### src/rtl/counter_chk_pkg.sv
// Shared types, field positions and helpers for the counter-stream checker.
package counter_chk_pkg;

    localparam int unsigned DATA_W = 8;
    localparam int unsigned CNT_W  = 4;

    // Lock-tracking state; 2'b11 is unused and recovers to ACQUIRE.
    typedef enum logic [1:0] {
        ACQUIRE = 2'b00,
        LOCKED  = 2'b01,
        LOST    = 2'b10
    } state_e;

    // uo_out field positions
    localparam int unsigned UO_LOCKED_BIT    = 0;
    localparam int unsigned UO_ERR_PULSE_BIT = 1;
    localparam int unsigned UO_STATE_LSB     = 2;
    localparam int unsigned UO_ERR_CNT_LSB   = 4;

    // uio_in control bits and uio_out field position
    localparam int unsigned UIO_CLEAR_BIT = 0;
    localparam int unsigned UIO_HOLD_BIT  = 1;
    localparam int unsigned UIO_GOOD_LSB  = 4;

    localparam logic [7:0] UIO_OE_MASK = 8'hF0;

    // Increment that sticks at lim once reached.
    function automatic logic [CNT_W-1:0] sat_inc(input logic [CNT_W-1:0] v,
                                                 input logic [CNT_W-1:0] lim);
        return (v >= lim) ? lim : CNT_W'(v + 1'b1);
    endfunction

endpackage

### src/rtl/counter_chk_if.sv
// Link between the FSM top and the sampler: sample stream in, compare result out.
interface counter_chk_if;
    import counter_chk_pkg::*;

    logic [DATA_W-1:0] data;
    logic              hold;
    logic              cmp_valid_c;
    logic              match_c;

    modport master (
        output data,
        output hold,
        input  cmp_valid_c,
        input  match_c
    );

    modport slave (
        input  data,
        input  hold,
        output cmp_valid_c,
        output match_c
    );

endinterface

### src/rtl/counter_chk_sampler.sv
// Two-deep capture of the count stream and the +1 (mod 256) comparison.
module counter_chk_sampler
    import counter_chk_pkg::*;
(
    input  logic          clk,
    input  logic          rst_n,
    counter_chk_if.slave  lnk
);

    logic [DATA_W-1:0] samp_q;
    logic [DATA_W-1:0] prev_q;
    logic              samp_v;
    logic              prev_v;

    // Shift a new sample in each cycle; hold drops both valids so two fresh samples are needed.
    always_ff @(posedge clk or negedge rst_n) begin
        if (!rst_n) begin
            samp_q <= '0;
            prev_q <= '0;
            samp_v <= 1'b0;
            prev_v <= 1'b0;
        end else if (lnk.hold) begin
            samp_v <= 1'b0;
            prev_v <= 1'b0;
        end else begin
            samp_q <= lnk.data;
            samp_v <= 1'b1;
            prev_q <= samp_q;
            prev_v <= samp_v;
        end
    end

    // Compare newest sample against the previous one; FF->00 wraps and counts as a match.
    assign lnk.cmp_valid_c = samp_v & prev_v;
    assign lnk.match_c     = (samp_q == DATA_W'(prev_q + 1'b1));

endmodule

### src/flat_wrapper.sv
// flat-port wrapper written by rule: the top's interface ports become plain ports
module counter_chk_sampler_flat import counter_chk_pkg::*;
  (clk, rst_n, lnk_data, lnk_hold, lnk_cmp_valid_c, lnk_match_c);
  counter_chk_if lnk_i ();
  input  logic clk;
  input  logic rst_n;
  input wire logic [$bits(lnk_i.data)-1:0] lnk_data;
  input wire logic [$bits(lnk_i.hold)-1:0] lnk_hold;
  output wire logic [$bits(lnk_i.cmp_valid_c)-1:0] lnk_cmp_valid_c;
  output wire logic [$bits(lnk_i.match_c)-1:0] lnk_match_c;
  assign lnk_i.data = lnk_data;
  assign lnk_i.hold = lnk_hold;
  assign lnk_cmp_valid_c = lnk_i.cmp_valid_c;
  assign lnk_match_c = lnk_i.match_c;
  counter_chk_sampler u_core (.clk(clk), .rst_n(rst_n), .lnk(lnk_i));
endmodule
### config.mk
export PLATFORM = sky130hd
export DESIGN_NAME = counter_chk_sampler_flat
export DESIGN_NICKNAME = d
export VERILOG_FILES = /design/src/rtl/counter_chk_pkg.sv /design/src/rtl/counter_chk_if.sv /design/src/rtl/counter_chk_sampler.sv /design/src/flat_wrapper.sv
export SDC_FILE = /design/constraint.sdc
export NUM_CORES = 1
export LEC_CHECK = 0
export ABC_CLOCK_PERIOD_IN_PS = 2650
export CORE_MARGIN = 1
export CORE_UTILIZATION = 48
export CTS_CLUSTER_SIZE = 28
export DETAILED_ROUTE_END_ITERATION = 7
export HOLD_SLACK_MARGIN = 0.02
export PLACE_DENSITY = 0.81
export SETUP_SLACK_MARGIN = 0.3
export SYNTH_ARGS = -nofsm -noshare
export SYNTH_HDL_FRONTEND = slang
export SYNTH_SLANG_ARGS = --single-unit
### constraint.sdc
create_clock -name clk -period 2.65 [get_ports clk]
set_clock_uncertainty 0.05 [all_clocks]
set_input_delay 0.795 -clock clk [delete_from_list [all_inputs] [get_ports clk]]
set_output_delay 0.795 -clock clk [all_outputs]
set_load 0.05 [all_outputs]
==> out/qor.tcl <==
set qor(top_level_ports) 13
set qor(htree_levels) 1
set qor(floorplan.initialDensity_pct) 52.0
set qor(clock_sinks) 18
set qor(cp_data_required_time_ps) 1810
set qor(count_of_mapped_cells_out_of_synthesis) 72
set qor(net-switching-power_mw) 0.187
set qor(postSynthNetCount) 84
set qor(detail_route.wl_per_cell_um) 12.6
set qor(critical_path.startpoint_type) {register}
set qor(max-clock-path-buffers) 2
set qor(pwr_density_cell_mw_per_mm2) 577
set qor(postRouteAntennaNets) 0
set qor(most-common-layout-cells) {18 x dfrtp_1, 11 x mux2_1, 10 x clkdlybuf4s50_1, 6 x buf_4}
set qor(grt_max_degree) 19
set qor(mostFrequentLayoutCell) {dfrtp_1}
set qor(max-slew-margin-rel_pct) 67.4
set qor(synth-seq-area-share_pct) 49.1
set qor(ys_types) 26
set qor(clk_transition_reported_paths_ps) 100
set qor(grt_setup_unrepaired) {true}
set qor(crit_chain) {ha_1 > xor2_1 > a211oi_1 > o211ai_1 > nor4_4 > buf_12}
set qor(sw_frac_of_total_pct) 28.0
set qor(rows) 15
set qor(drt_first_iter_violations) 6
set qor(cp-end-kind) {primary output}
set qor(timing.setup.critical_path_class) {register to primary output}
set qor(antenna-diode-count) 0
set qor(die_height_um) 45.7
set qor(power.internal_mw) 0.481
set qor(clk_latency_ps) 280
set qor(fmaxAchievable_mhz) 371
set qor(arrival_ps) 1850
set qor(share_seq_of_total_power_pct) 50.7
set qor(library_cell_contributing_the_largest_single_delay_on_the_critical_path) {dfrtp_1}
set qor(fp.dieW_um) 45.7
set qor(fin_ws_ps) -44.9
set qor(vias_per_cell) 5.00
set qor(max_slew.worst_pin.slew_ps) 490
set qor(die-area_sq_mm) 0.00209
set qor(gpl.final_weighted_congestion) 0.737
set qor(initial_antenna_violation_count) 0
set qor(signed_area_change_from_the_synthesized_netlist_to_the_final_layout_pct) 26.2
set qor(timing.final.crit_share_pct) 102
set qor(timing.final.hold_violations) 0
set qor(route.vias.total) 585
set qor(synth-seq-cells) 18
set qor(cts.hold.buffers_added) 0
set qor(mapped_cell_area_sq_um) 917
set qor(root_buffer) {clkbuf_4}
set qor(drive_gt1_share_pct) 22.8
set qor(grt_first_pass_wirelength_um) 2640
set qor(ys_async_sr_fraction_pct) 100
set qor(hold_class) {register to register}
set qor(globalRouteTotalUtil_pct) 18.3
set qor(cts-buffers-inserted) 3
set qor(synth-edff-count) 0
set qor(fin_tns_setup_ps) -44.9
set qor(post-place-ws_ps) 137
set qor(power.share.clock_pct) 24.1
set qor(route.final.wire_length_um) 1480
set qor(final_net_count) 105
set qor(violations_in_the_final_reports) {setup timing}
set qor(synth.avg_cell_area_sq_um) 12.7
set qor(setup_viols_final) 1
set qor(design.core.area_sq_mm) 0.00176
set qor(critical_path_peak_fanout) 2
set qor(vias_in_the_first_global_route) 593
set qor(overflow) 0
set qor(worstPathBufferInverterCount) 1
set qor(cts_tree) {yes}
set qor(max-cap-violations) 0
set qor(synth-main-ff-cell) {dfrtp_1}
set qor(combinationalPowerShare_pct) 25.2
set qor(irDropWorstVdd_v) 0.000426
set qor(slew_violations) 0
set qor(worst_path_largest_cell_delay_ps) 390
set qor(fin_hold_ws_ps) 444
set qor(power.static_leakage_nw) 0.472
set qor(finalCriticalPeriod_ps) 2690
set qor(yosys_warnings) 0
set qor(cp_top_family) {flip-flops}
set qor(firstDrtPassIters) 4
set qor(drc_errors) 0
set qor(place.port_buffers) 12
set qor(status) {finished, violations left}
-- repair_timing --
| item | in CTS | in global routing |
|---|---|---|
| buffers inserted | 4 | 0 |
| pin swaps | 2 | 1 |
| setup endpoints to repair | 2 | 1 |
| gates resized for setup | 1 | 0 |
-- final cells by class --
cell class | count | area, sq um
timing repair buffer | 18 | 174
inverter | 3 | 11.3
multi-input combinational | 49 | 454
fill | 155 | 607
tap | 25 | 31.3
sequential | 18 | 450
clock buffer | 4 | 36.3
-- sequential cells by signal (all words and copies together) (netlist names) --
register       cells
u_core.prev_v      1
u_core.samp_v      1
u_core.prev_q      8
u_core.samp_q      8
-- Yosys cell counts (2+ instances only) --
master / number / area share (%)
and2_1: 3 / 2.0
buf_2: 2 / 1.1
dfrtp_1: 18 / 49
inv_1: 2 / 0.82
mux2_1: 11 / 14
mux2_2: 5 / 6.1
nor2_1: 2 / 0.82
nor4_1: 2 / 1.4
nor4_2: 3 / 4.1
xnor2_1: 4 / 3.8
xor2_1: 5 / 4.8
-- kinds of logic after synthesis --
| group | count (synthesis) | share of synthesized area, % |
|---|---|---|
| compound gates | 5 | 4.23 |
| xor+xnor | 9 | 8.59 |
| mux | 16 | 19.6 |
| fa+ha+maj | 2 | 2.46 |
| simple gates | 17 | 13.6 |
| flops | 18 | 49.1 |
| buf+inv | 5 | 2.32 |
-- metrics by stage --
step | std cells | power (mW) | utilization [%] | area, sq um
final | 117 | 0.668 | 65.6 | 1160
after CTS | 117 | 0.678 | 65.6 | 1160
after global routing | 117 | 0.715 | 65.6 | 1160
after floorplan | 72 | 0.455 | - | 926
after detailed placement | 109 | 0.504 | 61.9 | 1090
after global placement | 109 | 0.495 | 61.9 | 1090
-- per-layer routing --
layer / GRT usage [%] / share of wire, %
met1: 24.5 / 48
met2: 29.4 / 49
met3: 1.19 / 1.6
met5: 0 / 0
met4: 10.6 / 1.2
-- worst paths after layout --
kind | cells after the start | to | slack (ps) | startpoint
min reg2reg | 1 | u_core.prev_v$_DFF_PN0_ | 440 | u_core.samp_v$_DFF_PN0_
max | 6 | lnk_match_c | -40 | u_core.prev_q[1]$_DFFE_PN0N_
max reg2reg | 2 | u_core.prev_q[5]$_DFFE_PN0N_ | 1660 | u_core.samp_q[5]$_DFFE_PN0N_
max in group asynchronous | 2 | u_core.samp_q[4]$_DFFE_PN0N_ | 1590 | rst_n
min in group asynchronous | 2 | u_core.samp_q[2]$_DFFE_PN0N_ | 770 | rst_n
min | 1 | u_core.prev_v$_DFF_PN0_ | 440 | u_core.samp_v$_DFF_PN0_
-- power groups by stage --
stage | registers (mW) | logic, mW | clock network, mW
after global placement | 0.346 | 0.149 | 0
final | 0.339 | 0.168 | 0.161
after CTS | 0.339 | 0.171 | 0.168
after floorplan | 0.340 | 0.116 | 0
after global routing | 0.346 | 0.186 | 0.183
after detailed placement | 0.349 | 0.155 | 0
Power figures use the tool's default switching activity.
